<file path="src/rtl/adder_result_accum.sv">
// rtl/adder_result_accum.sv - sums COUNT_MAX carry-select adder results per block, valid/ready in and out
// Optional build macro: ADDER_RESULT_ACCUM_SATURATE_EN (clamp accumulator on overflow instead of wrapping)
module adder_result_accum #(
  parameter int IN_W      = 17,
  parameter int ACC_W     = 32,
  parameter int COUNT_MAX = 16,
  localparam int CNT_W    = $clog2(COUNT_MAX + 1)
) (
  input  logic             clk,
  input  logic             rst_n,
  input  logic             clear,
  input  logic             in_valid,
  output logic             in_ready,
  input  logic             in_cout,
  input  logic [IN_W-1:0]  in_sum,
  output logic             out_valid,
  input  logic             out_ready,
  output logic [ACC_W-1:0] out_total,
  output logic [CNT_W-1:0] out_count,
  output logic             out_overflow
);

  typedef enum logic {
    S_ACCUM = 1'b0,
    S_HOLD  = 1'b1
  } state_t;

  state_t             r_state;
  logic [ACC_W-1:0]   r_acc;
  logic [CNT_W-1:0]   r_cnt;
  logic               r_ovf;
  logic               r_in_ready;
  logic               r_out_valid;
  logic [ACC_W-1:0]   r_out_total;
  logic [CNT_W-1:0]   r_out_count;
  logic               r_out_overflow;

  logic [ACC_W-1:0]   w_operand;
  logic [ACC_W:0]     w_sum_ext;
  logic               w_carry;
  logic [ACC_W-1:0]   w_acc_next;
  logic               w_ovf_next;
  logic               w_accept;
  logic               w_last;

  // The adder result is {cout, sum}; zero-extend it to the accumulator width.
  assign w_operand = ACC_W'({in_cout, in_sum});
  assign w_sum_ext = {1'b0, r_acc} + {1'b0, w_operand};
  assign w_carry   = w_sum_ext[ACC_W];

  // Next accumulator value: wrap by default, clamp to all-ones when saturating.
  always_comb begin
    w_acc_next = w_sum_ext[ACC_W-1:0];
`ifdef ADDER_RESULT_ACCUM_SATURATE_EN
    if (w_carry) begin
      w_acc_next = {ACC_W{1'b1}};
    end
`else
    w_acc_next = w_sum_ext[ACC_W-1:0];
`endif
  end

  // clear wins over the input beat, so a beat presented with clear is dropped.
  assign w_ovf_next = r_ovf | w_carry;
  assign w_accept   = in_valid & r_in_ready & (r_state == S_ACCUM) & ~clear;
  assign w_last     = (r_cnt == CNT_W'(COUNT_MAX - 1));

  // Block FSM with registered handshake and result outputs.
  always_ff @(posedge clk or negedge rst_n) begin
    if (!rst_n) begin
      r_state        <= S_ACCUM;
      r_acc          <= '0;
      r_cnt          <= '0;
      r_ovf          <= 1'b0;
      r_in_ready     <= 1'b0;
      r_out_valid    <= 1'b0;
      r_out_total    <= '0;
      r_out_count    <= '0;
      r_out_overflow <= 1'b0;
    end else if (clear) begin
      r_state        <= S_ACCUM;
      r_acc          <= '0;
      r_cnt          <= '0;
      r_ovf          <= 1'b0;
      r_in_ready     <= 1'b1;
      r_out_valid    <= 1'b0;
      r_out_total    <= '0;
      r_out_count    <= '0;
      r_out_overflow <= 1'b0;
    end else begin
      case (r_state)
        S_ACCUM: begin
          r_in_ready <= 1'b1;
          if (w_accept) begin
            r_acc <= w_acc_next;
            r_cnt <= r_cnt + CNT_W'(1);
            r_ovf <= w_ovf_next;
            if (w_last) begin
              r_out_total    <= w_acc_next;
              r_out_count    <= CNT_W'(COUNT_MAX);
              r_out_overflow <= w_ovf_next;
              r_out_valid    <= 1'b1;
              r_in_ready     <= 1'b0;
              r_state        <= S_HOLD;
            end
          end
        end
        S_HOLD: begin
          if (out_ready) begin
            r_out_valid <= 1'b0;
            r_acc       <= '0;
            r_cnt       <= '0;
            r_ovf       <= 1'b0;
            r_in_ready  <= 1'b1;
            r_state     <= S_ACCUM;
          end
        end
        default: begin
          r_state <= S_ACCUM;
        end
      endcase
    end
  end

  assign in_ready     = r_in_ready;
  assign out_valid    = r_out_valid;
  assign out_total    = r_out_total;
  assign out_count    = r_out_count;
  assign out_overflow = r_out_overflow;

endmodule

</file>
<file path="config.mk">
export PLATFORM = sky130hd
export DESIGN_NAME = adder_result_accum
export DESIGN_NICKNAME = d
export VERILOG_FILES = /design/src/rtl/adder_result_accum.sv
export SDC_FILE = /design/constraint.sdc
export NUM_CORES = 1
export LEC_CHECK = 0
export CAP_MARGIN = 0
export CORE_UTILIZATION = 50
export DETAILED_ROUTE_END_ITERATION = 10
export PLACE_DENSITY = 0.74
export SLEW_MARGIN = 10
export SYNTH_ARGS = -nofsm -noshare
export SYNTH_HDL_FRONTEND = slang
export SYNTH_SLANG_ARGS = --single-unit
export TNS_END_PERCENT = 30
</file>
<file path="constraint.sdc">
create_clock -name clk -period 3.3 [get_ports clk]
set_input_delay 0.825 -clock clk [delete_from_list [all_inputs] [get_ports clk]]
set_output_delay 0.825 -clock clk [all_outputs]
set_load 0.01 [all_outputs]
</file>
* Word level (Yosys, flattened, before mapping)
Cells that the tools add are included.
** Storage, ports and cells
- Bits in registers :: 79
- Bits of input ports :: 23
** Operators by class
- Muxes and demuxes :: 38
- Equality and inequality tests :: 5
- Add/sub/neg operators :: 2
- Bitwise logic cells :: 6
- Reduce and logical (&&, ||, !) cells :: 5
** Operators by type and width (number)
- 32-bit two-way mux :: 7
- 32-bit case mux with 2 select lines :: 1
- 5-bit two-way mux :: 7
- 32-bit by 18-bit adder with 33-bit output :: 1
- 1-bit two-way mux :: 18
- 5-bit case mux with 2 select lines :: 1
- 3-bit inequality test (second input constant) :: 3
- 1-bit case mux with 2 select lines :: 4
- 3-bit AND reduction :: 2
- 5-bit by 1-bit adder with 5-bit output (second input constant) :: 1
- 5-bit by 4-bit equality test with 1-bit output (second input constant) :: 1
- 2-bit nonzero test :: 2
- 1-bit AND :: 3
- 2-bit inequality test (second input constant) :: 1
- 1-bit inverter :: 2
- 2-bit AND reduction :: 1
- 1-bit OR :: 1

* Logic depth before layout (Yosys ltp)
- Depth in word-level cells :: 6
- Gate-level depth with buffers :: 10
- Gate-level depth less buffers :: 10

* Worst setup path before layout
Ideal clock, no wire load.
- Path kind :: input to register
- Start point :: input port in_sum[0]
- End point :: register r_out_total[16], in the netlist out_total[16]
- Setup slack :: 0.230 ns
- Setup time :: 0.069 ns
- Arrival time :: 3.001 ns
- Cell stages on the path :: 10
- Path buffers :: 0
- Data required time :: 3.231 ns
- Cell sequence :: ha_1 -> inv_1 -> fa_1 -> and2b_1 -> o2111ai_1 -> a21o_1 -> o311a_1 -> o221a_1 -> or4_1 -> nand3_1
** On the way
- Longest elaborated chain between the ends :: 5
** RTL lines
- from (decl) :: RTL line 15 : input logic [IN_W-1:0] in_sum,
- 32-bit by 18-bit adder with 33-bit output :: RTL line 48 : assign w_sum_ext = {1'b0, r_acc} + {1'b0, w_operand};
- 32-bit two-way mux :: RTL line 98 : if (w_last) begin
- 32-bit two-way mux :: RTL line 94 : if (w_accept) begin
- 32-bit two-way mux :: RTL line 91 : case (r_state)
- 32-bit two-way mux :: RTL line 80 : end else if (clear) begin
- to (signal assigned) :: RTL line 99 : r_out_total <= w_acc_next;
- to (decl) :: RTL line 34 : logic [ACC_W-1:0] r_out_total;
No other way between the ends. The select of a mux whose other input is x is not followed.
A chain may end at the register's enable or synchronous reset.

* Worst setup path in the final report
- Start point :: input port in_sum[8]
- End point :: register r_out_total[16], in the netlist out_total[16]
Same word-level chain as after synthesis.

==> impl_metrics.csv <==
group,metric,value,unit
timing,final_max_slew_viol_count,0,
timing,fin_crit_sh,0.9428,
logic_synthesis,synth-seq-area-share,0.4366,
timing,setup_violations,0,
die,die_w,94.73,um
cells_and_area,fillers,699,
worst_setup_path,setup.worst_path.end_class,"register",
logic_synthesis,synth_cells,467,
clock_tree,htreeDepth,3,
timing,slew_headroom,0.3696,
logic_synthesis,synth_area,0.004299,sq mm
logic_synthesis,syn-mean-instance-area,9.206,sq um
cells_and_area,num-nets-final,598,
clock_tree,path_clk_slew,0.08,ns
logic_synthesis,ys_ff_latch,75,
run,max_cap_viol_count,0,
detailed_routing,vias_per_cell,5.925,
worst_setup_path,arrival,3.40,ns
hold_path,hold_start,"r_acc[10]$_DFFE_PN0P_",
cells_and_area,diodes,0,
clock_tree,cts_buffer_depth,2,
die,initial_utilization,0.5206,
cells_and_area,drive_above_1_share,0.1413,
clock_tree,cts_buffers,9,
detailed_routing,wl,11.60,mm
global_routing,grt_util_all_layers,0.2820,
detailed_routing,ant_nets,0,
die,dieArea,0.008973,sq mm
worst_setup_path,path_cells,"clkdlybuf4s50_1 -> ha_1 -> nand2_1 -> o21ai_0 -> buf_4 -> nand3_1 -> o311a_1 -> o221a_1 -> or4_1 -> nand3_1",
cells_and_area,multi_input_area,0.002278,sq mm
power_and_ir_drop,total_power,2504,uW
timing,worst_pin_slew,0.9455,ns
power_and_ir_drop,p_per_area,456.1,mW/mm^2
hold_path,whs_path_depth,2,
die,io_pins,63,
worst_setup_path,cp_max_fo,7,
worst_setup_path,critical_path_class,"in -> reg",
global_routing,grt_max_degree,76,
worst_setup_path,cp.required,3.59,ns
hold_path,hp-class,"reg -> reg",
worst_setup_path,regToRegStartpoint,"r_acc[0]$_DFFE_PN0P_",
clock_tree,postCtsHoldBufs,0,
logic_synthesis,ys.flop_type,"dfrtp_1",
worst_setup_path,r2r_setup_slack,0.42,ns
global_routing,overflow,0,
power_and_ir_drop,leakage,0.002420,uW
detailed_routing,drtIter0Drc,180,
logic_synthesis,synth_cell_types,54,
worst_setup_path,reg2reg_depth,10,
power_and_ir_drop,vdd_drop_max,0.0003287,V
worst_setup_path,cp_common_cell,"nand3_1",
detailed_routing,vias,3934,
worst_setup_path,cp_slowest_cell,"or4_1",
worst_setup_path,critical_path_buf_inv_count,2,
cells_and_area,register_area,0.001877,sq mm
placement,dpl.hpwl,8.178,mm
logic_synthesis,async_flop_share,1.000,
logic_synthesis,yosysWarnings,0,
die,rows,33,
timing,finalClockSkew,0.009947,ns
clock_tree,clock_sinks,75,
placement,io_buffer_count,58,
clock_tree,tritoncts,"built",
timing,worst_hold_slack,0.4963,ns
worst_setup_path,cpPeakStageDelay,0.53,ns
cells_and_area,syn2layout_area_growth,27.74,%
detailed_routing,drcViolationCount,0,
timing,final_hold_viol_count,0,
timing,fmax,321.4,MHz
global_routing,grt_pass1_vias,3877,
hold_path,min_to,"r_acc[10]$_DFFE_PN0P_",
placement,place_congestion,0.9388,
global_routing,antenna_found_initial,0,
die,coreArea,0.008258,sq mm
logic_synthesis,synth_edf_count,0,
clock_tree,clock-root-buffer,"clkbuf_8",
clock_tree,clock_latency,0.36,ns
timing,rsz0062_at_grt,"false",
detailed_routing,wl_per_cell,17.47,um
timing,min_period,3.111,ns
run_status,outcome,"completed",
worst_setup_path,worstSetupStartpointType,"primary input",
detailed_routing,drt-pass1-iter-count,4,
die,die_y,94.73,um
worst_setup_path,path_delay_family,"simple AND/OR/NAND/NOR gates",
global_routing,grt_pass1_wl,19.31,mm
worst_setup_path,timing.rr.end,"out_total[16]$_DFFE_PN0P_",
==> power by group <==
part	internal [uW]	switching, uW	total (uW)
combinational	273	358	630
clock	524	365	889
sequential	956	28.5	985
total	1750	751	2500
==> metrics by stage <==
stage          cell area [sq um]  worst slack (ns)  TNS (ns)  instances    util
2_1_floorplan               4310            0.2295         0        470       -
6_report                    5492            0.1886         0        664  0.6650
5_1_grt                     5492           0.03368         0        664  0.6650
4_1_cts                     5456           0.08668         0        662  0.6608
3_5_place_dp                5206           -0.2760    -3.531        646  0.6305
3_3_place_gp                5206           -0.2515    -2.992        646  0.6305
==> layout by cell type, fill, tap and decap left out, types with 2 or more instances in the layout <==
master / netlist / layout
nand2_1: 60 / 60
a21o_1: 4 / 4
xnor2_1: 14 / 14
dfrtp_1: 75 / 75
clkinv_4: 0 / 2
or2_2: 2 / 2
nand3_1: 12 / 12
a211oi_1: 2 / 2
o22ai_1: 2 / 2
xor2_1: 16 / 16
a31oi_1: 9 / 9
clkbuf_8: 0 / 10
inv_1: 6 / 5
nor3_1: 5 / 5
or4_1: 3 / 3
a22o_1: 15 / 15
clkdlybuf4s50_1: 0 / 55
o31ai_1: 8 / 8
o211ai_1: 12 / 12
o21ai_0: 29 / 29
buf_4: 5 / 47
o21a_1: 4 / 4
nor2_1: 36 / 36
or3_1: 3 / 3
dlymetal6s2s_1: 0 / 2
o211ai_2: 2 / 2
a21oi_1: 46 / 46
ha_1: 20 / 19
nand2b_1: 3 / 3
and3_1: 8 / 8
nor2b_1: 3 / 2
a32o_1: 5 / 5
nand4_1: 11 / 11
bufinv_16: 0 / 3
conb_1: 1 / 4
==> routing by layer <==
metal  routed length, um  vias up  global-route usage
met1                5153     1929              0.3779
met4                 239        0              0.1111
met3                 588       21             0.04992
met2                5620      113              0.4526
met5                   0        -                   0
li1                    -     1871                   -
==> kinds of logic (layout without fill, tap and decap cells) <==
group	after synthesis	count (layout)	synth area share
xor gates and xnor gates	30	30	0.06112
and+or+nand+nor	150	150	0.1598
AOI/OAI and AO/OA	152	152	0.2392
adders and majority gates	21	21	0.06286
DFF	75	75	0.4366
other	1	4	0.0008723
buffers and inverters	38	127	0.03958
==> flip-flops by register name, summed over array words and instances (netlist names) <==
name / flops
in_ready: 1
out_count: 1
out_overflow: 1
out_total: 32
out_valid: 1
r_acc: 32
r_cnt: 5
r_ovf: 1
r_state: 1
==> worst min-delay path: stages, from the launching register on <==
cell     delay [ns]
dfrtp_1        0.36
nand2_1        0.05
o21ai_0        0.06
==> Yosys cell counts, drive strengths merged (12+ instances only) <==
| library cell | n | area, sq um |
|---|---|---|
| nand2 | 60 | 225.2 |
| xor2 | 16 | 140.1 |
| clkbuf | 18 | 68.81 |
| a21oi | 46 | 230.2 |
| ha | 20 | 250.2 |
| a22o | 15 | 131.4 |
| o21ai | 30 | 153.9 |
| dfrtp | 75 | 1877 |
| buf | 13 | 75.08 |
| xnor2 | 14 | 122.6 |
| nor2 | 36 | 135.1 |
| o211ai | 14 | 115.1 |
| nand3 | 12 | 60.06 |
==> worst max path at each step <==
| stage | from | to | slack (ns) | depth (start not counted) |
|---|---|---|---|---|
| after global routing | in_sum[8] | out_total[16]$_DFFE_PN0P_ | 0.03 | 10 |
| after global placement | in_sum[0] | out_total[16]$_DFFE_PN0P_ | -0.25 | 11 |
| final | in_sum[8] | out_total[16]$_DFFE_PN0P_ | 0.19 | 10 |
| after CTS | in_sum[0] | out_total[16]$_DFFE_PN0P_ | 0.09 | 11 |
| after floorplan | in_sum[0] | out_total[16]$_DFFE_PN0P_ | 0.23 | 10 |
| after detailed placement | in_sum[0] | out_total[16]$_DFFE_PN0P_ | -0.28 | 11 |
==> layout make-up <==
| class | instances | share of cell area |
|---|---|---|
| clock buffer | 10 | 0.02506 |
| clock inverter | 6 | 0.02051 |
| inverter | 7 | 0.004785 |
| multi-input combinational | 357 | 0.4149 |
| sequential | 75 | 0.3418 |
| tap | 105 | 0.02392 |
| timing repair buffer | 104 | 0.1691 |
==> timing repair <==
action                     4_1_cts  5_1_grt
resized for setup                0        8
buffers inserted                 0        2
setup endpoints to repair        0       12
hold endpoints to repair         0        0
No activity file was read; power rests on OpenSTA's default activity.
